`config.mk`:
```
export PLATFORM = sky130hd
export DESIGN_NAME = grn_attractor_ctrl
export DESIGN_NICKNAME = d
export VERILOG_FILES = /design/src/rtl/grn_attractor_ctrl.sv
export SDC_FILE = /design/constraint.sdc
export NUM_CORES = 1
export LEC_CHECK = 0
export CAP_MARGIN = 15
export CORE_MARGIN = 5
export CORE_UTILIZATION = 25
export DETAILED_ROUTE_END_ITERATION = 7
export GPL_ROUTABILITY_DRIVEN = 0
export PLACE_DENSITY = 0.58
export SLEW_MARGIN = 25
export SYNTH_ARGS = -nofsm -noshare
export SYNTH_HDL_FRONTEND = slang
export SYNTH_SLANG_ARGS = --single-unit
export TNS_END_PERCENT = 20
```
`constraint.sdc`:
```
create_clock -name clk -period 2.2 [get_ports clk]
set_input_delay 0.44 -clock clk [delete_from_list [all_inputs] [get_ports clk]]
set_output_delay 0.44 -clock clk [all_outputs]
set_load 0.01 [all_outputs]
```
`src/rtl/grn_attractor_ctrl.sv`:
```
// grn_attractor_ctrl: Floyd cycle-detection sequencer over a range of initial network states.
// Defining GRN_CTRL_PERIOD_EN adds attractor period measurement after the first meet.
module grn_attractor_ctrl #(
  parameter int NUM_NODES = 8,
  parameter int CNT_W = 16,
  parameter int MAX_STEPS = 1000
) (
  input  logic                 clk,
  input  logic                 rst,
  input  logic                 start,
  input  logic [NUM_NODES-1:0] init_first,
  input  logic [NUM_NODES-1:0] init_last,
  input  logic [NUM_NODES-1:0] s0_vec,
  input  logic [NUM_NODES-1:0] s1_vec,
  output logic                 reset_nos,
  output logic [NUM_NODES-1:0] init_state,
  output logic                 start_s0,
  output logic                 start_s1,
  output logic                 busy,
  output logic                 done,
  output logic                 out_valid,
  input  logic                 out_ready,
  output logic [NUM_NODES-1:0] out_init,
  output logic [CNT_W-1:0]     out_meet_steps,
  output logic [CNT_W-1:0]     out_period,
  output logic                 out_timeout
);
  typedef enum logic [2:0] {IDLE, LOAD, STEP, CHECK, PSTEP, PCHECK, OUT, DONE} state_t;
  localparam logic [CNT_W-1:0] MAX = CNT_W'(MAX_STEPS);
  state_t state_q;
  logic [NUM_NODES-1:0] cur_q, last_q;
  logic [CNT_W-1:0] steps_q;
  logic timeout_q, reset_nos_q, s0_q, s1_q, busy_q, done_q, valid_q;
  logic meet;
`ifdef GRN_CTRL_PERIOD_EN
  logic [CNT_W-1:0] period_q;
  assign out_period = period_q;
`else
  assign out_period = '0;
`endif
  assign meet = s0_vec == s1_vec;
  assign reset_nos = reset_nos_q;
  assign init_state = cur_q;
  assign start_s0 = s0_q;
  assign start_s1 = s1_q;
  assign busy = busy_q;
  assign done = done_q;
  assign out_valid = valid_q;
  assign out_init = cur_q;
  assign out_meet_steps = steps_q;
  assign out_timeout = timeout_q;
  // Enable and pulse outputs are registered: each is set on the edge entering the state that drives it.
  always_ff @(posedge clk) begin
    reset_nos_q <= 1'b0;
    s0_q <= 1'b0;
    s1_q <= 1'b0;
    done_q <= 1'b0;
    if (rst) begin
      state_q <= IDLE;
      cur_q <= '0;
      last_q <= '0;
      steps_q <= '0;
      timeout_q <= 1'b0;
      busy_q <= 1'b0;
      valid_q <= 1'b0;
`ifdef GRN_CTRL_PERIOD_EN
      period_q <= '0;
`endif
    end else begin
      case (state_q)
        IDLE: if (start) begin
          cur_q <= init_first;
          last_q <= init_last;
          busy_q <= 1'b1;
          reset_nos_q <= 1'b1;
          state_q <= LOAD;
        end
        LOAD: begin
          steps_q <= '0;
          timeout_q <= 1'b0;
`ifdef GRN_CTRL_PERIOD_EN
          period_q <= '0;
`endif
          s0_q <= 1'b1;
          s1_q <= 1'b1;
          state_q <= STEP;
        end
        STEP: begin
          steps_q <= steps_q + CNT_W'(1);
          state_q <= CHECK;
        end
        // After a single step both copies moved once, so equality there means nothing.
        CHECK: if (steps_q >= CNT_W'(2) && meet) begin
`ifdef GRN_CTRL_PERIOD_EN
          s1_q <= 1'b1;
          state_q <= PSTEP;
`else
          valid_q <= 1'b1;
          state_q <= OUT;
`endif
        end else if (steps_q == MAX) begin
          timeout_q <= 1'b1;
          valid_q <= 1'b1;
          state_q <= OUT;
        end else begin
          s0_q <= 1'b1;
          s1_q <= 1'b1;
          state_q <= STEP;
        end
`ifdef GRN_CTRL_PERIOD_EN
        PSTEP: begin
          period_q <= period_q + CNT_W'(1);
          state_q <= PCHECK;
        end
        PCHECK: if (meet) begin
          valid_q <= 1'b1;
          state_q <= OUT;
        end else if (period_q == MAX) begin
          timeout_q <= 1'b1;
          period_q <= '0;
          valid_q <= 1'b1;
          state_q <= OUT;
        end else begin
          s1_q <= 1'b1;
          state_q <= PSTEP;
        end
`endif
        OUT: if (out_ready) begin
          valid_q <= 1'b0;
          if (cur_q == last_q) begin
            done_q <= 1'b1;
            busy_q <= 1'b0;
            state_q <= DONE;
          end else begin
            cur_q <= cur_q + NUM_NODES'(1);
            reset_nos_q <= 1'b1;
            state_q <= LOAD;
          end
        end
        DONE: state_q <= IDLE;
        default: state_q <= IDLE;
      endcase
    end
  end
endmodule

```
Word-level counts from Yosys, hierarchy flattened --
Index checks and enable logic that the tools add are counted.
Storage, ports and cells: output and inout bits 55, input port bits 36, bits in latches 0, bits in writable memories 0, bits in registers 41, memories kept 0, ROM bits 0
Operators by class: multiplexer cells 29, add/subtract/negate cells 2, equal/unequal tests 14, shifts and indexed selects 0, bitwise gates (word level) 2, reductions and logical operators 13, order comparisons 1, div/mod/pow operators 0, multipliers 0
Operators by type and width (number):
- $pmux 16 s2 | 1
- $mux 8 | 3
- $add 16x1->16 const B | 1
- $eq 16x10->1 const B | 1
- $eq 8x8->1 | 2
- $ge 16x2->1 const B | 1
- $pmux 8 s2 | 1
- $mux 3 | 5
- $pmux 3 s5 | 1
- $mux 1 | 13
- $ne 2x2->1 const B | 6
- $pmux 1 s2 | 5
- $add 8x1->8 const B | 1
- $reduce_and 4->1 | 2
- $reduce_bool 2->1 | 4
- $eq 3x2->1 const B | 2
- $reduce_and 3->1 | 2
- $reduce_and 2->1 | 2
- $eq 3x1->1 const B | 1
- $eq 3x3->1 const B | 1
- $logic_not 3->1 | 1
- $ne 3x3->1 const B | 1
- $reduce_or 3->1 | 1
- $not 1->1 | 2
- $logic_and 1x1->1 | 1

Depth between registers and ports, before layout --
Gate-level depths: netlist (run 1).
word-level depth 4, gate-level depth with buffers 8, depth with buffers taken out 7

Worst setup path before layout (run 1) --
Ideal clock, no wire load.
kind input-to-reg, start input start, end register cur_q[3] (netlist: init_state[3]), required time 2.108 ns, path slack 0.453 ns, arrival time 1.655 ns, stages on the path 6, cells stage by stage or3b_1 -> a21o_1 -> a41o_1 -> buf_2 -> buf_2 -> o32ai_1
On the way: longest elaborated chain between the ends 2
RTL lines:
- start: declaration | line 10 | input logic start,
- $ne 2x2->1 (no source line)
- $reduce_and 4->1 (no source line)
- end signal: assignment | line 72 | cur_q <= init_first;
- end signal: assignment | line 135 | cur_q <= cur_q + NUM_NODES'(1);
- end: declaration | line 31 | logic [NUM_NODES-1:0] cur_q, last_q;
No other way between the ends. A chain may end at the register's enable or synchronous reset.

Worst setup path after layout (run 1) --
start register state_q[1], end register steps_q[8] (netlist: out_meet_steps[8])
On the way: longest elaborated chain between the ends 2
RTL lines:
- start: declaration | line 30 | state_t state_q;
- start signal: assignment | line 59 | state_q <= IDLE;
- start signal: assignment | line 76 | state_q <= LOAD;
- start signal: assignment | line 86 | state_q <= STEP;
- $eq 3x2->1 or $eq 3x1->1 (tied branches) | line 70 | case (state_q)
- $pmux 16 s2 or $reduce_bool 2->1 (tied branches)
- end signal: assignment | line 89 | steps_q <= steps_q + CNT_W'(1);
- end: declaration | line 32 | logic [CNT_W-1:0] steps_q;
Parallel ways exist; a longest one is shown, timed or not.

==> results of run 1 <==
## layout make-up
cell class              instances  area (um^2)
well taps                     129        161.4
multi-input cells             229         1365
flip-flops and latches         41        820.8
inverters                       6        22.52
clock buffers                   5        68.82
repair buffers                 88        858.3
clock inverters                 3        46.29
fillers                      1005         5941
## metrics by stage
step	hold WS, ns	utilization [%]	instance area, um^2
floorplan	0.4478	-	2457
global route	0.4807	36.01	3343
CTS	0.4711	35.97	3339
finish	0.4626	36.01	3343
detailed placement	0.4585	34.73	3224
global placement	0.4461	34.73	3224
## report_power, final
part	switching (mW)	total (mW)	internal, mW
registers	0.0304	0.803	0.772
logic	0.187	0.380	0.193
clock network	0.294	0.634	0.340
## cell usage after synthesis (3+ instances only)
library cell / n
a211oi_1: 3
a21o_1: 3
a21oi_1: 29
buf_2: 4
buf_4: 26
clkbuf_1: 10
dfxtp_1: 41
ha_1: 4
inv_1: 6
mux2_1: 3
nand2_1: 31
nand3_1: 20
nand3b_1: 4
nand4_1: 6
nor2_1: 25
nor3_1: 9
nor4_1: 10
o211ai_1: 5
o31ai_1: 4
o32ai_1: 3
or2_0: 3
xor2_1: 17
## metal layers
| metal | global-route usage (%) | vias to the layer above |
|---|---|---|
| met4 | 3.697 | 0 |
| met2 | 19.05 | 67 |
| met1 | 13.64 | 1071 |
| met3 | 2.925 | 10 |
| met5 | 0 | - |
| li1 | - | 1166 |
## registers in the layout, indices dropped and copies added (netlist names), 3 cells and up
name / cells
last_q: 8
init_state: 8
out_meet_steps: 16
state_q: 3
## worst paths after layout
kind | startpoint | endpoint | depth (start not counted)
worst min-delay path | out_valid | out_valid | 2
worst min register to register | out_valid | out_valid | 2
worst max register to register | state_q[1] | out_meet_steps[8] | 5
worst max-delay path | state_q[1] | out_meet_steps[8] | 5
## worst max-delay path, cell delays in order, from the launching register on
cell,delay (ns)
dfxtp_1,0.48
or3b_1,0.58
nor3_4,0.37
nand3_1,0.12
mux2_1,0.32
nor2_1,0.08
## kinds of logic (layout without fill, tap and decap cells)
logic type | count (synthesis) | in the layout | synth area share [%]
other | 1 | 16 | 0.1562
flip-flops | 41 | 41 | 34.18
XOR/XNOR | 17 | 17 | 6.201
buffers and inverters | 46 | 102 | 11.46
multiplexers | 6 | 6 | 2.762
adder cells (fa/ha/maj) | 4 | 4 | 2.085
AO/OA/AOI/OAI | 60 | 60 | 15.89
AND/OR/NAND/NOR | 126 | 126 | 27.25
## placed cells by master (no fill, tap or decap), types with 2 or more instances in the layout
cell	Yosys	routed
a211oi_1	3	3
a21o_1	3	3
a21oi_1	29	29
a31oi_1	2	2
and3_1	2	2
and4_1	2	2
buf_4	26	13
clkbuf_8	0	5
clkdlybuf4s50_1	0	74
conb_1	1	16
dfxtp_1	41	41
ha_1	4	4
inv_1	6	6
mux2_1	3	3
mux2_2	2	2
nand2_1	31	30
nand2b_1	2	2
nand3_1	20	20
nand3b_1	4	4
nand4_1	6	6
nor2_1	25	25
nor3_1	9	9
nor3b_1	2	2
nor4_1	10	10
o211ai_1	5	5
o21ai_0	2	2
o21ai_1	2	2
o31ai_1	4	4
o32ai_1	3	3
or2_0	3	3
or3b_1	2	2
xor2_1	17	17
==> results_dict.tcl, run 1 <==
set metrics [dict create \
    seq_area_frac_synth_pct 34.18 \
    postCtsSetupBuffers 0 \
    grt_max_degree 40 \
    pre_cts_ws_ns -0.1246 \
    grt_pass1_vias 2258 \
    clock_latency_ns 0.30 \
    rsz0062_at_grt "no" \
    yosys-top-cells-area "dfxtp_1, buf_4, xor2_1" \
    p_leak_nw 1.257 \
    yosysUniqueCellTypes 48 \
    period_share_pct 91.50 \
    wirelength_um 6694 \
    top_layer "met4" \
    die_area_mm2 0.01166 \
    final_cells 501 \
    crit_arrival_ns 2.26 \
    critPathLaunchType "register" \
    start_util_pct 25.86 \
    first_iter_violations 65 \
    avgSynthCellArea_um2 7.977 \
    yosys.area.top_type "dfxtp_1" \
    place_hpwl_um 5055 \
    fmax_mhz 496.8 \
    dieHeight_um 108 \
    skew_ns 0.005132 \
    end_kind "register" \
    first_pass_iters 5 \
    antenna_found_initial 0 \
    grt_usage_pct 11.16 \
    vdd_ir_drop_max_v 0.0002425 \
    routed-via-count 2314 \
    status "complete, no violations" \
    routedWlPerCell_um 13.36 \
    pwr_density_cell_mw_per_mm2 543.4 \
    clockRootBuffer "clkbuf_8" \
    cts_resized 0 \
    synth_warnings 0 \
    core.rowCount 35 \
    drv_cap 0 \
    synthArstFlopShare_pct 0 \
    p_total_mw 1.817 \
    portBuffers 74 \
    nets 411 \
    tightest_slew_ns 0.6706 \
    antennaDiodeCount 0 \
    clock_path_buffers 2 \
    ioPinCount 91 \
    synth_edf_count 0 \
    drive_gt1_share_pct 8.065 \
    required_ns 2.44 \
    synth_top_area_share_pct 34.18 \
    route.detailed.drc 0 \
    synth_seq_cells 41 \
    cts.reportedPaths.clkPinSlew_ns 0.08 \
    grt-ovfl-total 0 \
    setup_viol 0 \
    coreArea_mm2 0.009284 \
    r2r_setup_slack_ns 0.19 \
    crit_fanout 10 \
    grt_pass1_wl_um 10550 \
    finalMaxSlewViolations 0 \
    fp.dieW_um 108 \
    tritoncts "yes" \
    ys_dominant_reg_cell "dfxtp_1" \
    netlist_instances 301 \
    ant_nets 0 \
    met1_length_um 2888 \
    wl_met2_um 3260 \
    syn_to_final_growth_pct 39.24 \
    h-tree-depth 2 \
    fin_tns_setup_ns 0 \
    cts_buffers 5 \
    hold_viol 0 \
    worst_slack_ns 0.1871 \
    vias_per_cell 4.619 \
    period_needed_ns 2.013 \
    placed_cells 493 \
    slew_headroom_pct 54.95 \
    synthesis.area_mm2 0.002401 \
    route.met3.wl_um 446 \
    hold_class "reg2reg" \
    crit_type "reg2reg" \
    numClockSinks 41 \
    cts_hold_buf 0 \
]
Note: power is estimated with default switching activity, not from simulation.
==> inputs of run 2 (changes only) <==
GPL_ROUTABILITY_DRIVEN = unset   (was 0)
==> results of run 2 <==
The final DEF is identical to that of run 1; final timing and power are the same.
==> inputs of run 3 (changes only) <==
CTS_CLUSTER_SIZE = 24   (was unset)
clock period = 2.4 ns   (was 2.2 ns; I/O delays follow)
==> run 3 against run 2 <==
Register-to-register slack gained 0.11 ns. Count of clock-buffer cells in the layout rose by 1. First-iteration DRC count increased by 22%. Sequential share of layout area grew 0.25 points. Via count down 0.39%. Sequential power is 7.8% lower. Total power is 8.1% lower.
==> results_dict.tcl, run 3 (same netlist as run 1, synthesis figures left out) <==
set metrics [dict create \
    status "complete, no violations" \
    grt_pass1_vias 2126 \
    pwr_density_cell_mw_per_mm2 504.3 \
    first_pass_iters 4 \
    grt-ovfl-total 0 \
    crit_arrival_ns 2.31 \
    cp-startpoint "init_state[5]" \
    grt_max_degree 25 \
    hold_class "reg2reg" \
    die_area_mm2 0.01166 \
    layout_common_cells "clkdlybuf4s50_1, dfxtp_1, nand2_1, a21oi_1, nor2_1" \
    postCtsSetupBuffers 0 \
    portBuffers 74 \
    critPathLaunchType "register" \
    start_util_pct 25.86 \
    drv_cap 0 \
    drive_gt1_share_pct 6.775 \
    hold_viol 0 \
    p_leak_nw 1.240 \
    nets 408 \
    period_share_pct 87.67 \
    clock_path_buffers 2 \
    routedWlPerCell_um 13.32 \
    crit_fanout 17 \
    cp.depth 5 \
    grt_pass1_wl_um 10250 \
    r2r_setup_slack_ns 0.30 \
    vdd_ir_drop_max_v 0.0001774 \
    period_needed_ns 2.104 \
    routed-via-count 2305 \
    antenna_found_initial 0 \
    coreArea_mm2 0.009284 \
    hold_path_startpoint "out_valid" \
    clockRootBuffer "clkbuf_8" \
    critPathTopFamily "compound AO/OA/AOI/OAI gates" \
    setup_viol 0 \
    cts_resized 0 \
    cts_hold_buf 0 \
    antennaDiodeCount 0 \
    wirelength_um 6633 \
    h-tree-depth 2 \
    ant_nets 0 \
    fillers 1012 \
    grt_usage_pct 10.86 \
    placed_cells 490 \
    fmax_mhz 475.2 \
    cts_buffers 5 \
    r2r-start "init_state[5]" \
    critPathSlowestCell "a41o_1" \
    fin_tns_setup_ns 0 \
    cts.reportedPaths.clkPinSlew_ns 0.09 \
    gp_congestion 0.7810 \
    slew_headroom_pct 60.34 \
    place_hpwl_um 5008 \
    tightest_slew_ns 0.5904 \
    route.detailed.drc 0 \
    crit_type "reg2reg" \
    largest_reg_flops 16 \
    crit_chain "xor2_1, nor4_1, a41o_1, nor3_1, a31o_2" \
    finalMaxSlewViolations 0 \
    syn_to_final_growth_pct 37.83 \
    worst-path-buf-inv 0 \
    numClockSinks 41 \
    core.rowCount 35 \
    fp.dieW_um 108 \
    skew_ns 0.007956 \
    endpoint "init_state[1]" \
    rsz0062_at_grt "no" \
    r2r-end "init_state[1]" \
    ioPinCount 91 \
    clock_latency_ns 0.30 \
    tritoncts "yes" \
    final_cells 498 \
    end_kind "register" \
    critical-path-max-stage-delay_ns 0.62 \
    final_util_pct 35.65 \
    vias_per_cell 4.629 \
    required_ns 2.60 \
    r2r_cells 5 \
    dieHeight_um 108 \
    first_iter_violations 79 \
    layout_commonest_cell "clkdlybuf4s50_1" \
]
-- run 3: cell types whose count changed in the layout (fill, tap and decap cells not counted) --
cell and delta:
buf_4 -2, a41o_1 +1, a41o_2 -1, buf_12 -1
clkbuf_8 +1, clkinv_4 -1, nand2_1 +1, nand2_2 -1
-- run 3: worst min-delay path by stage --
stage / slack [ns] / cells after the start / to
6_report: 0.47 / 2 / out_valid
3_3_place_gp: 0.45 / 2 / out_valid
2_1_floorplan: 0.45 / 2 / last_q[7]
5_1_grt: 0.49 / 2 / last_q[4]
3_5_place_dp: 0.46 / 2 / out_valid
4_1_cts: 0.47 / 2 / out_valid
-- run 3: metrics by stage --
step                      area (um^2)  hold slack, ns  setup slack (ns)  power [mW]
final                            3309          0.4664            0.2958       1.669
after global routing             3309          0.4880            0.1272       1.749
after CTS                        3309          0.4725            0.2897       1.691
after detailed placement         3189          0.4593           0.02153       1.088
after global placement           3189          0.4491           0.05225       1.085
after floorplan                  2457          0.4478            0.6130      0.9534
-- run 3: worst reg2reg max path: stages, from the launching register on --
cell and delay (ns):
dfxtp_1 0.49, xor2_1 0.11, nor4_1 0.46, a41o_1 0.62
nor3_1 0.10, a31o_2 0.23
-- run 3: layout make-up --
cell class / instances / area, um^2 / share of cell area (%)
Clock buffer: 6 / 82.58 / 2.495
Clock inverter: 2 / 37.54 / 1.134
Inverter: 6 / 22.52 / 0.6805
Multi-Input combinational cell: 229 / 1361 / 41.13
Sequential cell: 41 / 820.8 / 24.80
Tap cell: 129 / 161.4 / 4.877
Timing Repair Buffer: 85 / 823.3 / 24.88
-- run 3: where the power goes --
group	switching, mW	internal [mW]	total (mW)
Sequential	0.0325	0.708	0.740
Combinational	0.164	0.166	0.330
Clock	0.260	0.339	0.599
Total	0.456	1.21	1.67
-- run 3: layer usage --
| metal | GRT usage, % | wire length [um] | vias to the layer above |
|---|---|---|---|
| met5 | 0 | 0 | - |
| met4 | 2.976 | 71 | 0 |
| met3 | 2.746 | 419 | 8 |
| met2 | 18.03 | 3200 | 69 |
| met1 | 13.98 | 2942 | 1058 |
| li1 | - | - | 1170 |
==> RTL change 1: new RTL, flow settings as in run 3 <==
Add a define of `GRN_CTRL_PERIOD_EN`.
--- a/src/rtl/grn_attractor_ctrl.sv
+++ b/src/rtl/grn_attractor_ctrl.sv
@@ -1,5 +1,7 @@
 // grn_attractor_ctrl: Floyd cycle-detection sequencer over a range of initial network states.
 // Defining GRN_CTRL_PERIOD_EN adds attractor period measurement after the first meet.
+`define GRN_CTRL_PERIOD_EN
+
 module grn_attractor_ctrl #(
   parameter int NUM_NODES = 8,
   parameter int CNT_W = 16,
Function: changed (Yosys sat finds a counterexample within 10 cycles, from zero or initial values and one cycle with rst high).
==> RTL change 1 against run 3 <==
Sequential cell count is 17 higher; clock power is 130% higher; worst setup slack worse by 0.25 ns; sequential power is 39% higher; area after synthesis is 35% higher; design area is 47% higher; power is 67% higher; via count is 47% higher; cell count is 42% higher; routed wire length is 52% higher; critical path type unchanged; critical endpoint is now out_period[15]; largest power group is now clock.
==> RTL change 1: results (changes against run 3) <==
stage,metric,value,unit,change
status,status,"finished, final reports clean",,
synthesis,Netlist cell types,49,,+2.1%
global_route,GR met3 Demand/Resource,3.72,%,+0.98 points
timing,Rel. slew slack,67.2,%,+6.9 points
global_route,met1 global-route usage,17.5,%,+3.6 points
cts,root cell of the clock tree,clkbuf_16,,
global_route,number of global-route vias before repair,3161,,+49%
cells_and_area,Filler cells,1323,,+31%
global_route,largest net degree at the start of global routing,36,,+44%
global_route,met2 usage,20.2,%,+2.1 points
timing,skew final,0.00870,ns,+0.000742 ns
cts,H-tree lvl count,3,,+1
power,VDD IR max,322,uV,+82%
cts,total CTS buffers,9,,+4
placed_design,GP Congestion,0.856,,+9.7%
synthesis,Mapped Cells,422,,+40%
power,LEAKAGE,0.00176,uW,+42%
cells_and_area,layout cell share with drive strength beyond 1,14.2,%,+7.4 points
route,drt first-iter violations,182,,+130%
power,sw power,679,uW,+49%
cts,clock latency on the worst-skew pair,0.33,ns,+0.03 ns
cts,"CTS clk-pin slew, worst paths",0.05,ns,-0.04 ns
route,DRT Pass-1 Iters,4,,unchanged
placed_design,placed instance count,692,,+41%
global_route,first-pass GRT wire length,16000,um,+56%
cells_and_area,Final nets,574,,+41%
synthesis,top post-synthesis cells by area,"dfxtp_1 36%, nand2_1 6.8%, a21oi_1 5.8%",,
cells_and_area,fin cells,709,,+42%
RTL change 1: timing repair:
| action | in CTS | in global routing |
|---|---|---|
| buffers inserted | 1 | 0 |
| pin swaps | 0 | 5 |
| resized for setup | 1 | 5 |
| setup endpoints to repair | 14 | 14 |
RTL change 1: path summary, 6_finish.rpt:
kind / start / to / slack [ns] / depth (start not counted)
min reg2reg: last_q[2] / last_q[2] / 0.46 / 2
max reg2reg: out_period[4] / out_period[15] / 0.04 / 7
min: last_q[2] / last_q[2] / 0.46 / 2
max: out_period[4] / out_period[15] / 0.04 / 7
RTL change 1: cell type report:
| type | count | area share [%] |
|---|---|---|
| tap | 172 | 4.43 |
| clock buffer | 11 | 5.00 |
| inverter | 10 | 0.773 |
| sequential | 58 | 23.9 |
| timing repair buffer | 130 | 24.8 |
| multi-input combinational | 323 | 39.5 |
| clock inverter | 5 | 1.60 |
RTL change 1: routing by layer:
metal,vias up,routed length (um)
li1,1715,-
met1,1567,4740
met2,86,4490
met3,13,677
met4,0,196
met5,-,0
RTL change 1: cells by family (layout without fill, tap and decap cells):
logic type | after synthesis | in the layout | share of synthesized area [%]
simple gates | 187 | 187 | 28.5
buf+inv | 41 | 156 | 5.93
compound gates | 99 | 99 | 18.5
mux | 8 | 8 | 2.77
xor+xnor | 23 | 23 | 6.19
flops | 58 | 58 | 35.7
fa+ha+maj | 6 | 6 | 2.31
RTL change 1: worst max-delay path: stages, from the launching register on:
cell	delay, ns
dfxtp_1	0.30
or4bb_1	0.53
or4_4	0.58
a21oi_4	0.16
o21ai_2	0.08
buf_6	0.15
or3_1	0.36
a21oi_2	0.13
RTL change 1: per-stage QoR:
step	setup TNS (ns)	setup slack (ns)	area, um^2	util (%)
floorplan	0	0.0817	3250	-
detailed placement	-1.06	-0.101	4510	35.6
global placement	-0.291	-0.0379	4510	35.6
global route	-0.195	-0.0702	4860	38.3
CTS	0	0.00689	4850	38.3
finish	0	0.0435	4860	38.3
RTL change 1: power by group through the flow:
stage	Combinational (uW)	Sequential, uW	Clock, uW
after floorplan	189	1050	0
after global placement	365	1050	0
after detailed placement	370	1050	0
after CTS	373	1030	1430
after global routing	409	1040	1450
final	369	1030	1400
==> RTL change 2: new RTL, config.mk and constraints of run 3 <==
Without the edit above. Re-encode `state_t` (8 states) as one-hot, 8 bits wide.
--- a/src/rtl/grn_attractor_ctrl.sv
+++ b/src/rtl/grn_attractor_ctrl.sv
@@ -25,7 +25,7 @@
   output logic [CNT_W-1:0]     out_period,
   output logic                 out_timeout
 );
-  typedef enum logic [2:0] {IDLE, LOAD, STEP, CHECK, PSTEP, PCHECK, OUT, DONE} state_t;
+  typedef enum logic [7:0] {IDLE = 8'b00000001, LOAD = 8'b00000010, STEP = 8'b00000100, CHECK = 8'b00001000, PSTEP = 8'b00010000, PCHECK = 8'b00100000, OUT = 8'b01000000, DONE = 8'b10000000} state_t;
   localparam logic [CNT_W-1:0] MAX = CNT_W'(MAX_STEPS);
   state_t state_q;
   logic [NUM_NODES-1:0] cur_q, last_q;
Function: no difference found for any inputs over 10 cycles, from zero or initial values and one cycle with rst high; not proved beyond that.
==> RTL change 2 against run 3 <==
Routed wire length is 9.9% higher; area after synthesis increased by 6.9%; critical path depth is the same; worst setup slack got worse by 0.031 ns; sequential share of layout area shrank 0.14 points; count of clock-buffer cells in the layout grew 1; global-route usage grew 0.47 points; die area is 6.2% higher; sequential cell count up 3; design area rose by 7.9%; highest routed layer unchanged.
Power is not compared: it rests on default switching activity, and its combinational part moved more than twofold at a synthesized area within 25%.
==> RTL change 2: results (changes against run 3) <==
stage,metric,value,unit,change
synthesis,post-synthesis mux area share,4.00,%,+1.2 points
global_route,largest net degree at the start of global routing,28,,+12%
placed_design,dpl ws,0.0302,ns,+0.00870 ns
timing,Final setup viols,0,,unchanged
placed_design,GP Congestion,0.808,,+3.5%
critical_path,crit path DAT,2.33,ns,+0.02 ns
synthesis,sequential fraction of the synthesis area,34.3,%,+0.14 points
global_route,initial antenna violation count,0,,unchanged
cts,Longest Clk Path Bufs,2,,unchanged
critical_path,CP max stage cell,or3_1,,
cells_and_area,max FFs per register,16,,unchanged
timing,skew final,0.0107,ns,+0.00277 ns
cells_and_area,Final nets,418,,+2.5%
global_route,first-pass GRT wire length,11800,um,+15%
placed_design,IO buf count,74,,unchanged
synthesis,Netlist cell types,57,,+19%
cts,total CTS buffers,5,,unchanged
hold_path,Worst Hold Class,flop to flop,,
synthesis,fraction of registers with async set/reset,0,%,unchanged
synthesis,most frequent cells after synthesis,"44 x dfxtp_1, 28 x nor2_1, 25 x buf_4, 20 x a21oi_1",,
critical_path,CP top delay family,simple AND/OR/NAND/NOR gates,,
synthesis,synth warn,0,,unchanged
critical_path,Worst Path Max Fanout,7,,-10
synthesis,Synth Area in Compound Gates,16.3,%,+0.44 points
placed_design,detailed placer's ending HPWL,5570,um,+11%
route,final WL,7290,um,+9.9%
route,drt first-iter violations,101,,+28%
synthesis,top post-synthesis cells by area,"dfxtp_1 34%, buf_4 7.3%, xnor2_1 6.5%",,
route,routed vias,2467,,+7.0%
power,LEAKAGE,0.00130,uW,
power,VDD IR max,257,uV,
cts,cts repair resizes,0,,unchanged
critical_path,critical path's largest stage delay,0.40,ns,-0.22 ns
synthesis,Adder-Cell Fraction of Synth Area,1.95,%,-0.13 points
global_route,global router's overall resource usage,11.3,%,+0.47 points
timing,Rel. slew slack,62.7,%,+2.4 points
cts,root cell of the clock tree,clkbuf_8,,
synthesis,xor and xnor area share after synthesis,6.48,%,+0.28 points
status,status,"finished, final reports clean",,
global_route,number of global-route vias before repair,2391,,+12%
cells_and_area,layout cell share with drive strength beyond 1,10.8,%,+4.0 points
-- RTL change 2: worst register-to-register path: stages (launching register included) --
cell	delay [ns]
dfxtp_1	0.36
nor4_2	0.37
a22oi_1	0.16
or3_1	0.40
or2_0	0.40
o221a_1	0.34
-- RTL change 2: routing by layer --
layer	track usage [%]	vias up	part of all wire, %
li1	-	1213	-
met1	14.7	1151	44
met2	18.8	93	48
met3	2.02	10	6.0
met4	4.22	0	1.6
met5	0	-	0
-- RTL change 2: kinds of logic (layout without fill, tap and decap cells) --
kind of cell / count (synthesis) / count (layout)
and+or+nand+nor: 122 / 122
buffers and inverters: 42 / 106
xor gates and xnor gates: 19 / 19
AOI/OAI and AO/OA: 58 / 58
adders and majority gates: 4 / 4
DFF: 44 / 44
other: 1 / 16
muxes: 10 / 10
-- RTL change 2: worst paths after layout --
check	endpoint	cells after the start	from	slack [ns]
max reg2reg	init_state[6]	5	state_q[7]	0.26
min reg2reg	out_valid	2	out_valid	0.47
max	init_state[6]	5	state_q[7]	0.26
min	out_valid	2	out_valid	0.47
-- RTL change 2: final cells by class --
cell class / instances / area [um^2]
fillers: 1071 / 6610
multi-input cells: 229 / 1490
repair buffers: 93 / 883
flip-flops and latches: 44 / 881
well taps: 136 / 170
clock buffers: 7 / 96.3
clock inverters: 1 / 30.0
inverters: 5 / 18.8
-- RTL change 2: power by group --
group / switching (uW) / internal [uW] / leakage [uW]
logic: 348 / 378 / 0.000877
clock network: 259 / 368 / 0.0000645
registers: 71.4 / 794 / 0.000358
-- RTL change 2: metrics by stage --
stage,util [%],cell area [um^2],cells
after floorplan,-,2620,315
after global placement,33.8,3440,507
after detailed placement,33.8,3440,507
after CTS,35.0,3570,515
after global routing,35.1,3570,515
final,35.1,3570,515
